[src/rtl/id_ex_stage.sv]
// ID/EX issue register: one decoded instruction held behind a valid/ready handshake, feeding the ALU.
// Optional operand forwarding from EX/MEM and MEM/WB is enabled with `define ID_EX_FWD_EN.
module id_ex_stage #(
    parameter int XLEN = 32,
    parameter int RIDX = 5
) (
    input  logic            clk,
    input  logic            reset,
    input  logic            flush,
    input  logic            d_valid,
    output logic            d_ready,
    input  logic [RIDX-1:0] d_rs1,
    input  logic [RIDX-1:0] d_rs2,
    input  logic [RIDX-1:0] d_rd,
    input  logic [XLEN-1:0] d_rd1,
    input  logic [XLEN-1:0] d_rd2,
    input  logic [XLEN-1:0] d_imm,
    input  logic            d_alusrc,
    input  logic [2:0]      d_alucontrol,
    input  logic            d_regwrite,
    input  logic            m_regwrite,
    input  logic [RIDX-1:0] m_rd,
    input  logic [XLEN-1:0] m_result,
    input  logic            w_regwrite,
    input  logic [RIDX-1:0] w_rd,
    input  logic [XLEN-1:0] w_result,
    output logic            e_valid,
    input  logic            e_ready,
    output logic [XLEN-1:0] SrcA,
    output logic [XLEN-1:0] SrcB,
    output logic [2:0]      ALUControl,
    output logic [RIDX-1:0] e_rd,
    output logic            e_regwrite,
    output logic [XLEN-1:0] e_wdata
);

    logic            valid_q,      valid_d;
    logic [RIDX-1:0] rs1_q,        rs1_d;
    logic [RIDX-1:0] rs2_q,        rs2_d;
    logic [RIDX-1:0] rd_q,         rd_d;
    logic [XLEN-1:0] rd1_q,        rd1_d;
    logic [XLEN-1:0] rd2_q,        rd2_d;
    logic [XLEN-1:0] imm_q,        imm_d;
    logic            alusrc_q,     alusrc_d;
    logic [2:0]      alucontrol_q, alucontrol_d;
    logic            regwrite_q,   regwrite_d;

    logic            accept;
    logic [XLEN-1:0] fwd_a;
    logic [XLEN-1:0] fwd_b;

    assign d_ready = !valid_q || e_ready;
    assign accept  = d_valid && d_ready;

    always_comb begin
        valid_d      = valid_q;
        rs1_d        = rs1_q;
        rs2_d        = rs2_q;
        rd_d         = rd_q;
        rd1_d        = rd1_q;
        rd2_d        = rd2_q;
        imm_d        = imm_q;
        alusrc_d     = alusrc_q;
        alucontrol_d = alucontrol_q;
        regwrite_d   = regwrite_q;
        if (accept) begin
            rs1_d        = d_rs1;
            rs2_d        = d_rs2;
            rd_d         = d_rd;
            rd1_d        = d_rd1;
            rd2_d        = d_rd2;
            imm_d        = d_imm;
            alusrc_d     = d_alusrc;
            alucontrol_d = d_alucontrol;
            regwrite_d   = d_regwrite;
        end
        // Flush wins over a same-cycle accept; the fields may load but are never marked valid.
        if (flush) begin
            valid_d = 1'b0;
        end else if (accept) begin
            valid_d = 1'b1;
        end else if (e_ready) begin
            valid_d = 1'b0;
        end
    end

    always_ff @(posedge clk) begin
        if (reset) begin
            valid_q      <= 1'b0;
            rs1_q        <= '0;
            rs2_q        <= '0;
            rd_q         <= '0;
            rd1_q        <= '0;
            rd2_q        <= '0;
            imm_q        <= '0;
            alusrc_q     <= 1'b0;
            alucontrol_q <= 3'b000;
            regwrite_q   <= 1'b0;
        end else begin
            valid_q      <= valid_d;
            rs1_q        <= rs1_d;
            rs2_q        <= rs2_d;
            rd_q         <= rd_d;
            rd1_q        <= rd1_d;
            rd2_q        <= rd2_d;
            imm_q        <= imm_d;
            alusrc_q     <= alusrc_d;
            alucontrol_q <= alucontrol_d;
            regwrite_q   <= regwrite_d;
        end
    end

`ifdef ID_EX_FWD_EN
    // EX/MEM is the younger producer, so it takes priority; x0 is hard-wired zero and never forwarded.
    always_comb begin
        fwd_a = rd1_q;
        if (rs1_q != '0 && m_regwrite && m_rd == rs1_q) begin
            fwd_a = m_result;
        end else if (rs1_q != '0 && w_regwrite && w_rd == rs1_q) begin
            fwd_a = w_result;
        end
    end

    always_comb begin
        fwd_b = rd2_q;
        if (rs2_q != '0 && m_regwrite && m_rd == rs2_q) begin
            fwd_b = m_result;
        end else if (rs2_q != '0 && w_regwrite && w_rd == rs2_q) begin
            fwd_b = w_result;
        end
    end
`else
    assign fwd_a = rd1_q;
    assign fwd_b = rd2_q;

    logic unused_fwd;
    assign unused_fwd = ^{m_regwrite, m_rd, m_result, w_regwrite, w_rd, w_result, rs1_q, rs2_q};
`endif

    assign e_valid    = valid_q;
    assign SrcA       = fwd_a;
    assign SrcB       = alusrc_q ? imm_q : fwd_b;
    assign e_wdata    = fwd_b;
    assign ALUControl = alucontrol_q;
    assign e_rd       = rd_q;
    assign e_regwrite = regwrite_q && valid_q;

endmodule

[config.mk]
export PLATFORM = sky130hd
export DESIGN_NAME = id_ex_stage
export DESIGN_NICKNAME = d
export VERILOG_FILES = /design/src/rtl/id_ex_stage.sv
export SDC_FILE = /design/constraint.sdc
export NUM_CORES = 1
export LEC_CHECK = 0
export BUFFER_PORTS_ARGS = -buffer_cell sky130_fd_sc_hd__buf_4
export CAP_MARGIN = 20
export CORE_MARGIN = 2
export CORE_UTILIZATION = 40
export CTS_CLUSTER_SIZE = 28
export DETAILED_ROUTE_END_ITERATION = 10
export PLACE_DENSITY = 0.75
export SLEW_MARGIN = 0
export SYNTH_ARGS = -nofsm -noshare
export SYNTH_HDL_FRONTEND = slang
export SYNTH_SLANG_ARGS = --single-unit
[constraint.sdc]
create_clock -name clk -period 1.2 [get_ports clk]
set_input_delay 0.06 -clock clk [delete_from_list [all_inputs] [get_ports clk]]
set_output_delay 0.06 -clock clk [all_outputs]
set_load 0.05 [all_outputs]
==> flow_metrics.py, run 1 <==
metrics = {
    "worst_setup_path": {
        "worstPathArrival_ns": 1.44,
        "cp-start-kind": "flip-flop",
        "end_kind": "primary output",
        "critPathKind": "flip-flop to primary output",
        "crit_fanout": 17,
        "critPathRequiredTime_ns": 1.14,
    },
    "sta": {
        "slew_viol_final": 0,
        "worst_pin_slew_ns": 0.510,
        "final.setup.worst_slack_ns": -0.299,
        "fin_skew_ns": 0.00679,
        "finalSetupViolations": 105,
        "relSlewSlack": 0.660,
        "fmax_ghz": 0.667,
        "hold_violations": 0,
        "grt_setup_unrepaired": "true",
        "fin_crit_sh": 1.25,
        "period_minus_slack_ns": 1.50,
    },
    "cells_and_area": {
        "final_area_mm2": 0.00960,
        "fillers": 781,
        "nets": 1043,
        "fin_util": 0.754,
        "syn_to_final_growth_pct": 83.2,
        "drive_gt1_frac": 0.544,
    },
    "logic_synthesis": {
        "synth_top_area_frac": 0.409,
        "netlist_top_cells_count": "dfxtp_1, nand3_1, a21bo_1",
        "ys_warn_count": 0,
        "synthArstFlopShare": 0,
        "netlist_instances": 526,
        "netlist_area_mm2": 0.00524,
        "synth_cell_type_count": 18,
        "syn_area_per_cell_um2": 9.96,
        "synth_most_common_cell": "dfxtp_1",
        "synth-main-ff-cell": "dfxtp_1",
        "seq_area_frac_synth": 0.409,
        "synth.largest_area_cell": "dfxtp_1",
        "synthTopCellsByArea": "dfxtp_1, a21bo_1, a21oi_2, nand3_1, mux2_2",
        "synth.net_count": 723,
        "synth_seq_cells": 107,
        "synth_edf_count": 0,
    },
    "global_route": {
        "grt_max_degree": 52,
        "grt_pass1_wl_um": 26900,
        "track_usage": 0.238,
        "antenna_found_initial": 2,
        "grt_pass1_vias": 5287,
        "grt.overflow.total": 0,
    },
    "placement": {
        "place_area_mm2": 0.00706,
        "io_buffers": 217,
        "place_congestion": 0.820,
        "dp_hpwl_um": 10100,
    },
    "route": {
        "drt-wirelength-per-cell_um": 21.0,
        "drtIter0Drc": 355,
        "drc": 0,
        "routed_wl_um": 21500,
        "num_vias": 5634,
        "drtPass1Iterations": 5,
        "vias_per_cell": 5.51,
        "postRouteAntennaNets": 0,
    },
    "power": {
        "ir_worst_vdd_uv": 880,
        "p_leak_nw": 4.09,
        "power_density_mw_per_mm2": 1030,
    },
    "floorplan": {
        "ios": 304,
        "initial_core_util": 0.412,
        "die_x_um": 118,
        "core-area_mm2": 0.0127,
        "rows": 41,
        "die_area_mm2": 0.0140,
        "fp.dieH_um": 118,
    },
    "cts": {
        "clock-sinks": 107,
        "ctsHtreeMaxLevel": 3,
        "cts_tree": "yes",
        "root_buffer": "clkbuf_16",
        "cts_buffer_depth": 2,
        "clkTransAtPathRegs_ns": 0.07,
        "insertion_delay_ns": 0.36,
        "cts_inserted_buffers": 9,
    },
    "status": {
        "outcome": "complete, but fails checks",
        "failed_checks": "negative setup slack",
    },
    "flow_run": {
        "cap_violations": 0,
    },
    "min_path": {
        "min_path_type": "primary input to flip-flop",
    },
}
routing by layer:
metal / part of all wire / track usage / vias up
met1: 0.39 / 0.273 / 2737
met2: 0.51 / 0.415 / 291
met5: 0 / 0 / -
met3: 0.068 / 0.0792 / 65
met4: 0.033 / 0.0789 / 0
li1: - / - / 2541
critical path, stage by stage, from the launching register on:
cell     delay (ns)
dfxtp_4        0.37
buf_12         0.16
mux2_2         0.38
buf_6          0.16
kinds of logic (layout without fill, tap and decap cells):
group,count (synthesis),count (layout),share of synthesized area
AOI/OAI and AO/OA,202,202,0.329
DFF,107,107,0.409
muxes,32,32,0.0688
other,0,2,0
and+or+nand+nor,120,121,0.126
buffers and inverters,65,387,0.0678
through the flow:
stage          total power [mW]  hold slack (ns)  setup TNS, ns  cells  worst slack, ns
6_report                   9.86           0.0226         -10.99   1023           -0.299
5_1_grt                    10.2           0.0288         -14.99   1022           -0.325
4_1_cts                    9.51          0.00152          -9.10    991           -0.313
3_5_place_dp               6.30            0.212       -0.00220    872         -0.00220
3_3_place_gp               6.26            0.210              0    872           0.0368
2_1_floorplan              5.47            0.123          -1.88    526          -0.0334
final cells by class:
type                            count  area (um^2)  share of cell area
Timing Repair Buffer              372         3760               0.392
Clock buffer                       12          268              0.0279
Sequential cell                   107         2150               0.224
Clock inverter                      2         10.0             0.00104
Inverter                            1         3.75            0.000391
Multi-Input combinational cell    355         3180               0.332
Tap cell                          172          215              0.0224
Antenna cell                        2         5.00            0.000522
repair_timing:
action / 4_1_cts / 5_1_grt
hold endpoints to repair: 103 / 2
gates cloned: 0 / 26
hold buffers: 103 / 2
resized for setup: 36 / 124
pin swaps: 0 / 71
endpoints found under the setup margin: 35 / 100
buffers inserted: 2 / 3
sequential cells by signal (all words and copies together), names as in the netlist:
register	count
SrcA	32
e_wdata	32
imm_q	32
e_rd	5
ALUControl	3
alusrc_q	1
e_valid	1
regwrite_q	1
final timing paths:
kind                                start                      end  slack [ns]  cells after the start
hold reg to reg   regwrite_q$_SDFFE_PP0P_  regwrite_q$_SDFFE_PP0P_        0.47                      2
setup / recovery    alusrc_q$_SDFFE_PP0P_                 SrcB[25]       -0.30                      3
setup reg to reg     e_valid$_SDFFE_PP0P_    imm_q[6]$_SDFFE_PP0P_       -0.11                      5
hold / removal                   d_rd2[7]  e_wdata[7]$_SDFFE_PP0P_        0.02                      3
power by group:
| part | total [mW] | internal, mW | switching (mW) |
|---|---|---|---|
| sequential | 3.90 | 3.76 | 0.147 |
| combinational | 3.05 | 1.39 | 1.66 |
| clock | 2.90 | 1.56 | 1.34 |
| total | 9.86 | 6.72 | 3.15 |
cell usage in the layout (no fill, tap or decap), types with 6 or more instances in the layout:
| master | count |
|---|---|
| buf_4 | 191 |
| dfxtp_1 | 105 |
| dlygate4sd3_1 | 105 |
| a21oi_2 | 94 |
| a21bo_1 | 73 |
| nand3_1 | 71 |
| buf_6 | 37 |
| clkbuf_16 | 27 |
| nand3_2 | 23 |
| mux2_2 | 16 |
| mux2_4 | 16 |
| buf_12 | 16 |
| a21bo_4 | 15 |
| nand2b_1 | 11 |
| nand4b_1 | 11 |
| a21bo_2 | 7 |
| o21ai_0 | 6 |
(Power assumes the default switching activity.)
==> inputs of run 2 (changes only) <==
--- a/config.mk
+++ b/config.mk
@@ -5,13 +5,14 @@
 export SDC_FILE = /design/constraint.sdc
 export NUM_CORES = 1
 export LEC_CHECK = 0
+export ABC_AREA = 1
 export BUFFER_PORTS_ARGS = -buffer_cell sky130_fd_sc_hd__buf_4
 export CAP_MARGIN = 20
 export CORE_MARGIN = 2
-export CORE_UTILIZATION = 40
+export CORE_UTILIZATION = 35
 export CTS_CLUSTER_SIZE = 28
 export DETAILED_ROUTE_END_ITERATION = 10
-export PLACE_DENSITY = 0.75
+export PLACE_DENSITY = 0.67
 export SLEW_MARGIN = 0
 export SYNTH_ARGS = -nofsm -noshare
 export SYNTH_HDL_FRONTEND = slang
==> flow_metrics.py, run 2 <==
metrics = {
    "global_route": {
        "grt.overflow.total": 0,
        "antenna_found_initial": 0,
        "track_usage": 0.182,
        "grt_max_degree": 48,
        "grt_pass1_wl_um": 23300,
        "grt_pass1_vias": 4702,
    },
    "logic_synthesis": {
        "synth_edf_count": 0,
        "syn_area_per_cell_um2": 6.95,
        "netlist_instances": 738,
        "synth.net_count": 935,
        "synthTopCellsByArea": "dfxtp_1, a21oi_1, nand3_1, inv_1, nand2_1",
        "synth-main-ff-cell": "dfxtp_1",
        "seq_area_frac_synth": 0.418,
        "synth.largest_area_cell": "dfxtp_1",
        "netlist_area_mm2": 0.00513,
        "netlist_top_cells_count": "inv_1, a21oi_1, dfxtp_1, nand2_1",
        "ys_warn_count": 0,
        "synth_seq_cells": 107,
        "synth_most_common_cell": "inv_1",
        "synth_cell_type_count": 14,
        "synth_top_area_frac": 0.418,
        "synthArstFlopShare": 0,
    },
    "sta": {
        "fin_worst_hold_slack_ns": 0.0129,
        "hold_violations": 0,
        "fmax_ghz": 0.666,
        "finalSetupViolations": 32,
        "period_minus_slack_ns": 1.50,
        "worst_pin_slew_ns": 0.290,
        "grt_setup_unrepaired": "true",
        "slew_viol_final": 0,
        "relSlewSlack": 0.807,
        "tns_ns": -8.94,
        "fin_crit_sh": 1.25,
        "final.setup.worst_slack_ns": -0.302,
        "fin_skew_ns": 0.00325,
    },
    "placement": {
        "io_buffers": 217,
        "place_congestion": 0.778,
        "pre_cts_slack_ns": 0.0403,
        "dp.cells": 1094,
        "dp_hpwl_um": 9700,
        "place_area_mm2": 0.00699,
    },
    "worst_setup_path": {
        "r2r_cells": 5,
        "end_kind": "primary output",
        "crit_fanout": 14,
        "r2r_slack_ns": 0.06,
        "worstPathArrival_ns": 1.44,
        "r2r-start": "e_valid$_SDFFE_PP0P_",
        "critPathKind": "flip-flop to primary output",
        "timing.rr.end": "e_wdata[5]$_SDFFE_PP0P_",
        "critPathRequiredTime_ns": 1.14,
        "cp-start-kind": "flip-flop",
    },
    "route": {
        "num_vias": 5157,
        "drc": 0,
        "postRouteAntennaNets": 0,
        "drt-wirelength-per-cell_um": 13.4,
        "drtIter0Drc": 225,
        "routed_wl_um": 15000,
        "drtPass1Iterations": 4,
        "vias_per_cell": 4.60,
    },
    "floorplan": {
        "rows": 44,
        "core-area_mm2": 0.0144,
        "initial_core_util": 0.355,
        "die_area_mm2": 0.0156,
        "ios": 304,
        "die_x_um": 125,
        "fp.dieH_um": 125,
    },
    "cts": {
        "ctsHtreeMaxLevel": 3,
        "cts_inserted_buffers": 9,
        "root_buffer": "clkbuf_16",
        "clock-sinks": 107,
        "cts_buffer_depth": 2,
        "clkTransAtPathRegs_ns": 0.07,
        "insertion_delay_ns": 0.35,
        "cts_tree": "yes",
    },
    "min_path": {
        "min_path_cells": 5,
        "hold_path_end": "SrcA[9]$_SDFFE_PP0P_",
        "hp-start": "d_rd1[9]",
        "min_path_type": "primary input to flip-flop",
    },
    "cells_and_area": {
        "fin_util": 0.532,
        "syn_to_final_growth_pct": 49.8,
        "fillers": 1414,
        "drive_gt1_frac": 0.317,
        "nets": 1131,
        "final_area_mm2": 0.00768,
        "fin_cells": 1122,
        "layout_commonest_cell": "buf_4",
        "antenna_cells": 0,
        "final_cell_mix": "buf_4, inv_1, nand2_1, nor2_1",
    },
    "status": {
        "failed_checks": "negative setup slack",
        "outcome": "complete, but fails checks",
    },
    "power": {
        "ir_worst_vdd_uv": 921,
        "fin_total_pwr_mw": 9.99,
        "power_density_mw_per_mm2": 1300,
        "p_leak_nw": 4.12,
    },
    "flow_run": {
        "cap_violations": 0,
    },
}
==> run 2: final cells by class <==
class                           instances  area [um^2]  share of cell area
Clock buffer                           13          260              0.0339
Sequential cell                       107         2150               0.280
Timing Repair Buffer                  247         2320               0.302
Clock inverter                          2         35.0             0.00456
Multi-Input combinational cell        460         2270               0.296
Tap cell                              184          230              0.0300
Inverter                              109          410              0.0534
==> run 2: worst max path at each step <==
stage,start,end,depth (start not counted)
after floorplan,e_valid$_SDFFE_PP0P_,SrcA[19]$_SDFFE_PP0P_,5
after global placement,alusrc_q$_SDFFE_PP0P_,SrcB[4],3
after detailed placement,alusrc_q$_SDFFE_PP0P_,SrcB[4],3
after CTS,alusrc_q$_SDFFE_PP0P_,SrcB[25],3
after global routing,alusrc_q$_SDFFE_PP0P_,SrcB[20],3
final,alusrc_q$_SDFFE_PP0P_,SrcB[28],3
==> run 2: repair_timing <==
item	4_1_cts	5_1_grt
gates cloned	3	3
setup buffers	4	2
hold buffers	2	0
setup endpoints to repair	33	96
hold endpoints to repair	1	0
pin swaps	1	1
resized for setup	38	11
==> run 2: cells by family (layout without fill, tap and decap cells) <==
logic type,after synthesis,count (layout),share of synthesized area
AOI/OAI and AO/OA,107,107,0.104
buffers and inverters,171,371,0.146
DFF,107,107,0.418
muxes,32,32,0.0703
and+or+nand+nor,321,321,0.262
==> run 2: where the power goes <==
group	switching, mW	total, mW	internal, mW	leakage (nW)
Clock	1.29	3.01	1.72	0.146
Sequential	0.167	3.99	3.82	0.891
Combinational	1.81	2.99	1.18	3.08
Total	3.27	9.99	6.73	4.12
==> run 2: critical path, stage by stage, from the launching register on <==
cell and delay [ns]:
dfxtp_4 0.41, buf_12 0.16, mux2_2 0.36, buf_6 0.16
==> run 2: metal layers <==
layer | vias up | global-route usage | share of wire
met3 | 17 | 0.0629 | 0.063
met5 | - | 0 | 0
li1 | 2704 | - | -
met1 | 2307 | 0.216 | 0.43
met2 | 129 | 0.311 | 0.49
met4 | 0 | 0.0542 | 0.018
